<file path="src/rtl/mw_time_entry_countdown.sv">
// Microwave time entry and countdown.
// Keypad digits shift into a 4-digit BCD MM:SS word. On start the word counts
// down once per second using a BCD borrow chain; pause, resume and clear are
// supported. done pulses for one cycle when the countdown reaches 00:00.
module mw_time_entry_countdown #(
  parameter int unsigned TICKS_PER_SEC = 100_000_000
) (
  input  logic        clk,
  input  logic        rst,
  input  logic        key_valid,
  input  logic [3:0]  key_digit,
  input  logic        key_start,
  input  logic        key_clear,
  output logic [15:0] time_bcd,
  output logic        running,
  output logic        paused,
  output logic        done,
  output logic        start_err
);

  localparam int unsigned PscW = (TICKS_PER_SEC > 1) ? $clog2(TICKS_PER_SEC) : 1;
  localparam logic [PscW-1:0] PscLast = PscW'(TICKS_PER_SEC - 1);

  typedef enum logic [1:0] {
    StIdle,
    StRun,
    StPaused
  } state_e;

  state_e          state_q, state_d;
  logic [PscW-1:0] psc_q, psc_d;
  logic [15:0]     time_q, time_d;
  logic            done_q, done_d;
  logic            err_q, err_d;
  logic [15:0]     dec_val;
  logic            digit_ok;
  logic            start_ok;

  // One-second BCD decrement; every digit handled as its own 4-bit field.
  function automatic logic [15:0] bcd_dec(input logic [15:0] v);
    logic [3:0] m10;
    logic [3:0] m1;
    logic [3:0] s10;
    logic [3:0] s1;
    m10 = v[15:12];
    m1  = v[11:8];
    s10 = v[7:4];
    s1  = v[3:0];
    if (s1 != 4'd0) begin
      s1 = s1 - 4'd1;
    end else begin
      s1 = 4'd9;
      if (s10 != 4'd0) begin
        s10 = s10 - 4'd1;
      end else begin
        s10 = 4'd5;
        if (m1 != 4'd0) begin
          m1 = m1 - 4'd1;
        end else begin
          m1  = 4'd9;
          m10 = m10 - 4'd1;
        end
      end
    end
    return {m10, m1, s10, s1};
  endfunction

  // Decoded helpers shared by the next-state logic.
  always_comb begin
    dec_val  = bcd_dec(time_q);
    digit_ok = key_valid && (key_digit <= 4'd9);
    // Seconds-tens above 5 is not a valid MM:SS value to count from.
    start_ok = (time_q[7:4] <= 4'd5);
  end

  // Next-state logic: clear beats start beats digit entry in every state.
  always_comb begin
    state_d = state_q;
    psc_d   = psc_q;
    time_d  = time_q;
    done_d  = 1'b0;
    err_d   = 1'b0;
    unique case (state_q)
      StIdle: begin
        if (key_clear) begin
          time_d = '0;
          psc_d  = '0;
        end else if (key_start) begin
          // A zero value ignores start silently.
          if (time_q != 16'h0000) begin
            if (start_ok) begin
              state_d = StRun;
              psc_d   = '0;
            end else begin
              err_d = 1'b1;
            end
          end
        end else if (digit_ok) begin
          time_d = {time_q[11:0], key_digit};
        end
      end
      StRun: begin
        if (key_clear) begin
          state_d = StIdle;
          time_d  = '0;
          psc_d   = '0;
        end else if (key_start) begin
          // Pause freezes the prescaler, so a terminal count stays pending.
          state_d = StPaused;
        end else if (psc_q == PscLast) begin
          psc_d  = '0;
          time_d = dec_val;
          if (dec_val == 16'h0000) begin
            state_d = StIdle;
            done_d  = 1'b1;
          end
        end else begin
          psc_d = psc_q + PscW'(1);
        end
      end
      StPaused: begin
        if (key_clear) begin
          state_d = StIdle;
          time_d  = '0;
          psc_d   = '0;
        end else if (key_start) begin
          state_d = StRun;
        end
      end
      default: begin
        state_d = StIdle;
      end
    endcase
  end

  // State and output registers with synchronous reset.
  always_ff @(posedge clk) begin
    if (rst) begin
      state_q <= StIdle;
      psc_q   <= '0;
      time_q  <= '0;
      done_q  <= 1'b0;
      err_q   <= 1'b0;
    end else begin
      state_q <= state_d;
      psc_q   <= psc_d;
      time_q  <= time_d;
      done_q  <= done_d;
      err_q   <= err_d;
    end
  end

  assign time_bcd  = time_q;
  assign running   = (state_q == StRun);
  assign paused    = (state_q == StPaused);
  assign done      = done_q;
  assign start_err = err_q;

endmodule

</file>
<file path="config.mk">
export PLATFORM = sky130hd
export DESIGN_NAME = mw_time_entry_countdown
export DESIGN_NICKNAME = d
export VERILOG_FILES = /design/src/rtl/mw_time_entry_countdown.sv
export SDC_FILE = /design/constraint.sdc
export NUM_CORES = 1
export LEC_CHECK = 0
export ABC_AREA = 0
export BUFFER_PORTS_ARGS = -buffer_cell sky130_fd_sc_hd__buf_2
export CAP_MARGIN = 20
export CORE_UTILIZATION = 60
export CTS_BUF_LIST = sky130_fd_sc_hd__clkbuf_4
export DETAILED_ROUTE_END_ITERATION = 10
export HOLD_SLACK_MARGIN = 0.03
export PLACE_DENSITY = 0.81
export SYNTH_ARGS = -nofsm -noshare
export SYNTH_HDL_FRONTEND = slang
export SYNTH_SLANG_ARGS = --single-unit
export TNS_END_PERCENT = 1
</file>
<file path="constraint.sdc">
create_clock -name clk -period 5.41 [get_ports clk]
set_clock_uncertainty 0.05 [all_clocks]
set_input_delay 0.541 -clock clk [delete_from_list [all_inputs] [get_ports clk]]
set_output_delay 0.541 -clock clk [all_outputs]
set_load 0.01 [all_outputs]
</file>
==> results of run 1 <==
==> sequential cells by signal, summed over array words and instances, names as in the netlist <==
register   flops
psc_q         27
time_bcd      16
state_q        2
done           1
start_err      1
==> report_power, final <==
part	internal, mW	total (mW)	leakage (nW)	switching [mW]
Sequential	0.393	0.488	0.381	0.0947
Combinational	0.307	0.791	0.659	0.484
Clock	0.0463	0.159	0.0285	0.112
Total	0.746	1.44	1.07	0.691
==> cells by family after synthesis <==
kind of cell	count (synthesis)	synth area share [%]
muxes	2	0.763
DFF	47	31.9
adders and majority gates	10	4.24
and+or+nand+nor	182	33.8
AOI/OAI and AO/OA	63	14.8
buffers and inverters	37	6.23
xor gates and xnor gates	28	8.31
==> worst max path at each step <==
stage           startpoint    endpoint  depth (start not counted)
2_1_floorplan  time_bcd[0]  state_q[0]                          9
3_3_place_gp   time_bcd[0]   psc_q[26]                          8
3_5_place_dp   time_bcd[0]    psc_q[1]                          8
4_1_cts        time_bcd[0]    psc_q[1]                          8
5_1_grt        time_bcd[0]    psc_q[1]                          8
6_report       time_bcd[0]    psc_q[1]                          8
==> routing by layer <==
layer	vias up	global-route usage (%)	routed length [um]
li1	1353	-	-
met1	1311	40.8	3320
met2	129	41.2	3060
met3	12	7.50	534
met4	0	10.0	108
met5	-	0	0
==> layout by cell type (no fill, tap or decap), drive strengths merged, types with 3 or more instances in the layout <==
cell,Yosys,layout
nor2,55,55
or4b,3,3
xnor2,27,27
nor4b,6,6
or4,3,3
or2,3,3
nand4,5,5
clkbuf,11,5
o21ai,14,14
and4,4,4
nor3,27,27
nand3,20,20
nand2,20,20
nor4,16,16
and2,3,3
a21oi,19,19
or3,3,3
ha,10,10
buf,12,30
nand2b,3,3
a211oi,8,8
inv,14,14
a221oi,5,5
dfxtp,47,47
==> critical path: cells and delay by family (launching register included) <==
kind	cells	cell delay, ps
simple gates	3	840
fa+ha+maj	1	230
flops	1	390
buf+inv	1	130
compound gates	3	1410
==> layout make-up <==
class | instances | share of cell area [%]
clock buffers | 5 | 1.21
clock inverters | 2 | 0.282
inverters | 14 | 1.69
multi-input cells | 285 | 58.8
flip-flops and latches | 47 | 30.3
well taps | 67 | 2.70
repair buffers | 30 | 5.00
==> load_flow_metrics.sql, run 1 <==
INSERT INTO impl_metrics (metric_group, metric, value, unit) VALUES
('placed_design', 'place.detailed.instances', '442', ''),
('global_routing', 'initial_antenna_violation_count', '0', ''),
('route', 'drt-initial-drc-count', '328', ''),
('synthesis', 'synth_sequential_area_ratio', '31.9', '%'),
('final_layout', 'nNetsFinal', '402', ''),
('global_routing', 'grt_max_degree', '28', ''),
('global_routing', 'grt_pass1_vias', '2458', ''),
('power_and_ir_drop', 'powerDensity', '463', 'nW/um2'),
('route', 'detail-route-antenna-nets', '0', ''),
('worst_setup_path', 'timing.critical_path.from_type', 'flop', ''),
('run', 'max_cap_viols', '0', ''),
('synthesis', 'synth_top_area_cell', 'sky130_fd_sc_hd__dfxtp_1', ''),
('synthesis', 'synthesis.area', '2950', 'um2'),
('min_path', 'hold_path_class', 'in2reg', ''),
('synthesis', 'yosys_synthesis_warning_count', '0', ''),
('floorplanning', 'num_io_pins', '29', ''),
('sta', 'relSlewSlack', '28.1', '%'),
('min_path', 'whs_endpoint', 'start_err', ''),
('floorplanning', 'dieArea', '5200', 'um2'),
('outcome', 'result_of_the_run', 'complete, no violations', ''),
('sta', 'slew_at_the_pin_closest_to_its_max_slew_limit', '1070', 'ps'),
('min_path', 'hold-path-cell-count', '2', ''),
('global_routing', 'global_route.overflow_total', '0', ''),
('route', 'finalWirelength', '7030', 'um'),
('final_layout', 'multi_input_comb_area', '1830', 'um2'),
('synthesis', 'synth_enable_flop_cells', '0', ''),
('final_layout', 'ff_latch_area', '941', 'um2'),
('final_layout', 'antenna_cells', '0', ''),
('clocking', 'cts_root_buffer', 'sky130_fd_sc_hd__clkbuf_4', ''),
('floorplanning', 'chipHeight', '72.1', 'um'),
('global_routing', 'grt_first_pass_wirelength', '11600', 'um'),
('worst_setup_path', 'setup.reg_to_reg.worst_slack', '2290', 'ps'),
('power_and_ir_drop', 'leakage', '1.07', 'nW'),
('synthesis', 'syn_avg_cell_area', '8.00', 'um2'),
('clocking', 'hold_buffers_post_cts', '0', ''),
('synthesis', 'synthesis.nets', '388', ''),
('sta', 'final.period_utilization', '57.6', '%'),
('sta', 'fin_tns_setup', '0', 'ps'),
('clocking', 'clk_latency', '370', 'ps'),
('sta', 'maxClockFrequency', '321', 'MHz'),
('floorplanning', 'initial_cell_density_of_the_core', '62.5', '%'),
('synthesis', 'ys_ff_latch', '47', ''),
('route', 'detailedRoute.firstPassIterationCount', '5', ''),
('worst_setup_path', 'timing.critical_path.required', '5660', 'ps'),
('floorplanning', 'cell_rows', '25', ''),
('worst_setup_path', 'timing.critical_path.cells', 'inv_1 -> ha_1 -> nor4b_2 -> nand4_1 -> a31oi_4 -> nor2_2 -> a21o_1 -> a21oi_1', ''),
('placed_design', 'post_dp_cell_area', '3050', 'um2'),
('clocking', 'number_of_buffers_added_by_the_clock_tree_synthesis_step', '5', ''),
('sta', 'timing.final.max_slew_violations', '0', ''),
('clocking', 'clockBufferDepth', '2', ''),
('final_layout', 'area_growth_syn_to_layout', '5.21', '%'),
('sta', 'finalHoldViolations', '0', ''),
('power_and_ir_drop', 'ir_worst_vdd', '0.257', 'mV'),
('clocking', 'post_cts_buffers', '0', ''),
('worst_setup_path', 'critical_path.max_stage_delay', '670', 'ps'),
('final_layout', 'stdcell_area', '3110', 'um2'),
('synthesis', 'async_reset_ff_share', '0', '%'),
('floorplanning', 'fp.coreArea', '4720', 'um2'),
('synthesis', 'synthCells', '369', ''),
('synthesis', 'ys_types', '58', ''),
('route', 'route.detailed.wl_per_inst', '15.6', 'um'),
('worst_setup_path', 'setup.worst_path.end_class', 'flop', ''),
('worst_setup_path', 'critical_path_arrival', '3370', 'ps'),
('synthesis', 'yosys-top-cells-area', 'sky130_fd_sc_hd__dfxtp_1 (32%), sky130_fd_sc_hd__xnor2_1 (8.0%), sky130_fd_sc_hd__nor2_1 (6.9%), sky130_fd_sc_hd__nor3_1 (4.6%), sky130_fd_sc_hd__ha_1 (4.2%)', ''),
('worst_setup_path', 'crit_slowest_cell', 'sky130_fd_sc_hd__a31oi_4', ''),
('route', 'drc', '0', ''),
('worst_setup_path', 'critical_path_peak_fanout', '27', ''),
('min_path', 'hold_path_startpoint', 'key_clear', ''),
('global_routing', 'gr-usage-all-layers', '28.5', '%'),
('worst_setup_path', 'critical_path.reg2reg.endpoint', 'psc_q[1]', ''),
('final_layout', 'final_core_util', '65.7', '%');
No activity file was read; power rests on OpenSTA's default activity.
==> inputs of run 2 (changes only) <==
==> constraint.sdc (replaced) <==
create_clock -name clk -period 3.25 [get_ports clk]
set_clock_uncertainty 0.05 [all_clocks]
set_input_delay 0.325 -clock clk [delete_from_list [all_inputs] [get_ports clk]]
set_output_delay 0.325 -clock clk [all_outputs]
set_load 0.01 [all_outputs]
==> load_flow_metrics.sql, run 2 (synthesis gave the netlist of run 1 again) <==
INSERT INTO impl_metrics (metric_group, metric, value, unit) VALUES
('final_layout', 'antenna_cells', '0', ''),
('clocking', 'clk_latency', '370', 'ps'),
('floorplanning', 'initial_cell_density_of_the_core', '62.5', '%'),
('worst_setup_path', 'crit_slowest_cell', 'sky130_fd_sc_hd__or4b_1', ''),
('clocking', 'cts_root_buffer', 'sky130_fd_sc_hd__clkbuf_4', ''),
('clocking', 'h-tree-depth', '2', ''),
('clocking', 'worst_setup_hold_path_clk_slew', '130', 'ps'),
('min_path', 'hold-path-cell-count', '3', ''),
('clocking', 'number_of_buffers_added_by_the_clock_tree_synthesis_step', '5', ''),
('floorplanning', 'num_io_pins', '29', ''),
('sta', 'setup_viol', '0', ''),
('worst_setup_path', 'regToRegStartpoint', 'time_bcd[0]', ''),
('min_path', 'whs_endpoint', 'start_err', ''),
('route', 'detailedRoute.firstPassIterationCount', '5', ''),
('global_routing', 'global_route.overflow_total', '0', ''),
('outcome', 'result_of_the_run', 'complete, no violations', ''),
('power_and_ir_drop', 'ir_worst_vdd', '0.453', 'mV'),
('placed_design', 'gp_congestion', '0.805', ''),
('global_routing', 'grt_first_pass_wirelength', '10800', 'um'),
('sta', 'fin_tns_setup', '0', 'ps'),
('worst_setup_path', 'critical_path_arrival', '2970', 'ps'),
('worst_setup_path', 'timing.critical_path.cells', 'inv_1 -> ha_1 -> or4b_1 -> o31ai_2 -> o211ai_2 -> nor4_2 -> o21ai_0 -> o41ai_1', ''),
('final_layout', 'top_register', 'psc_q', ''),
('sta', 'maxClockFrequency', '364', 'MHz'),
('final_layout', 'largest_register_ff_count', '27', ''),
('route', 'detail-route-antenna-nets', '0', ''),
('worst_setup_path', 'criticalPathCategory', 'reg2reg', ''),
('worst_setup_path', 'timing.critical_path.required', '3480', 'ps'),
('worst_setup_path', 'reg2regPathDepth', '8', ''),
('global_routing', 'gr-usage-all-layers', '26.1', '%'),
('floorplanning', 'chipHeight', '72.1', 'um'),
('route', 'vias', '2711', ''),
('floorplanning', 'dieArea', '5200', 'um2'),
('floorplanning', 'fp.coreArea', '4720', 'um2'),
('route', 'route.detailed.wl_per_inst', '14.7', 'um'),
('route', 'drc', '0', ''),
('final_layout', 'nNetsFinal', '404', ''),
('route', 'finalWirelength', '6660', 'um'),
('global_routing', 'initial_antenna_violation_count', '0', ''),
('final_layout', 'area_growth_syn_to_layout', '5.72', '%'),
('power_and_ir_drop', 'leakage', '1.08', 'nW'),
('power_and_ir_drop', 'powerDensity', '764', 'nW/um2'),
('global_routing', 'grt_pass1_vias', '2280', ''),
('placed_design', 'count_of_input_and_output_buffers', '28', ''),
('power_and_ir_drop', 'report.power.total', '2.39', 'mW'),
('run', 'max_cap_viols', '0', ''),
('sta', 'timing.final.max_slew_violations', '0', ''),
('sta', 'finalHoldViolations', '0', ''),
('sta', 'grt_setup_unrepaired', 'false', ''),
('min_path', 'hold_path_class', 'in2reg', ''),
('clocking', 'post_cts.resized_instances', '0', ''),
('worst_setup_path', 'critical_path.max_stage_delay', '670', 'ps'),
('floorplanning', 'cell_rows', '25', ''),
('clocking', 'clockBufferDepth', '2', ''),
('final_layout', 'layout.cells.most_common_list', 'sky130_fd_sc_hd__nor2_1 (54), sky130_fd_sc_hd__dfxtp_1 (47), sky130_fd_sc_hd__buf_2 (28), sky130_fd_sc_hd__nor3_1 (27), sky130_fd_sc_hd__xnor2_1 (27)', ''),
('worst_setup_path', 'timing.critical_path.from_type', 'flop', ''),
('final_layout', 'final_core_util', '66.1', '%'),
('worst_setup_path', 'critical_path_peak_fanout', '9', ''),
('worst_setup_path', 'critical_path.reg2reg.endpoint', 'state_q[1]', ''),
('sta', 'period_minus_slack', '2740', 'ps'),
('route', 'route.detailed.vias_per_inst', '6.00', ''),
('placed_design', 'dp.final_hpwl', '4670', 'um'),
('worst_setup_path', 'setup.worst_path.end_class', 'flop', ''),
('clocking', 'clkSinkCount', '47', ''),
('route', 'drt-initial-drc-count', '342', ''),
('sta', 'final.period_utilization', '84.4', '%'),
('sta', 'relSlewSlack', '43.5', '%'),
('worst_setup_path', 'setup.reg_to_reg.worst_slack', '510', 'ps'),
('floorplanning', 'die_x', '72.1', 'um'),
('final_layout', 'layout.cells.most_common', 'sky130_fd_sc_hd__nor2_1', ''),
('clocking', 'hold_buffers_post_cts', '0', ''),
('clocking', 'post_cts_buffers', '0', ''),
('clocking', 'cts_tree', 'done', ''),
('global_routing', 'grt_max_degree', '28', ''),
('min_path', 'hold_path_startpoint', 'key_start', ''),
('sta', 'slew_at_the_pin_closest_to_its_max_slew_limit', '848', 'ps'),
('final_layout', 'fraction_of_final_layout_cells_with_drive_strength_greater_than_1', '14.8', '%');
-- run 2: cell count changes in the layout (fill, tap and decap cells not counted) --
cell	previous run	this run
sky130_fd_sc_hd__buf_4	2	4
-- run 2: report_power, final --
group / switching, mW / internal, mW
combinational: 0.802 / 0.521
sequential: 0.151 / 0.654
clock: 0.181 / 0.0770
total: 1.13 / 1.25
-- run 2: worst max-delay path: cells and delay by family, from the launching register on --
kind                       cells  cell delay [ps]
adders and majority gates      1              250
AOI/OAI and AO/OA              4              740
and+or+nand+nor                2             1090
buffers and inverters          1              120
DFF                            1              390
-- run 2: cell type report --
class                   instances  area [um2]
inverters                      14        52.6
fillers                       413        1600
multi-input cells             285        1830
well taps                      67        83.8
repair buffers                 32         170
clock inverters                 2        8.76
clock buffers                   5        37.5
flip-flops and latches         47         941
-- run 2: metal layers --
metal / vias up / GRT usage, % / routed length, um
li1: 1372 / - / -
met1: 1231 / 39.9 / 3370
met2: 99 / 37.2 / 2850
met3: 9 / 4.03 / 343
met4: 0 / 8.50 / 96
met5: - / 0 / 0
-- run 2: per-stage QoR --
step	instance area [um2]	cells	worst slack [ps]	hold slack [ps]
2_1_floorplan	2950	369	933	428
3_3_place_gp	3070	445	677	457
3_5_place_dp	3070	445	599	459
4_1_cts	3120	452	563	218
5_1_grt	3120	452	304	231
6_report	3120	452	506	234
-- run 2: worst max path at each step --
stage                startpoint    endpoint  slack [ps]  depth (start not counted)
detailed placement  time_bcd[0]  state_q[0]         600                          8
global placement    time_bcd[0]  state_q[0]         680                          8
global route        time_bcd[0]  state_q[0]         300                          8
finish              time_bcd[0]  state_q[1]         510                          8
CTS                 time_bcd[0]  state_q[0]         560                          8
floorplan           time_bcd[0]  state_q[0]         930                          9
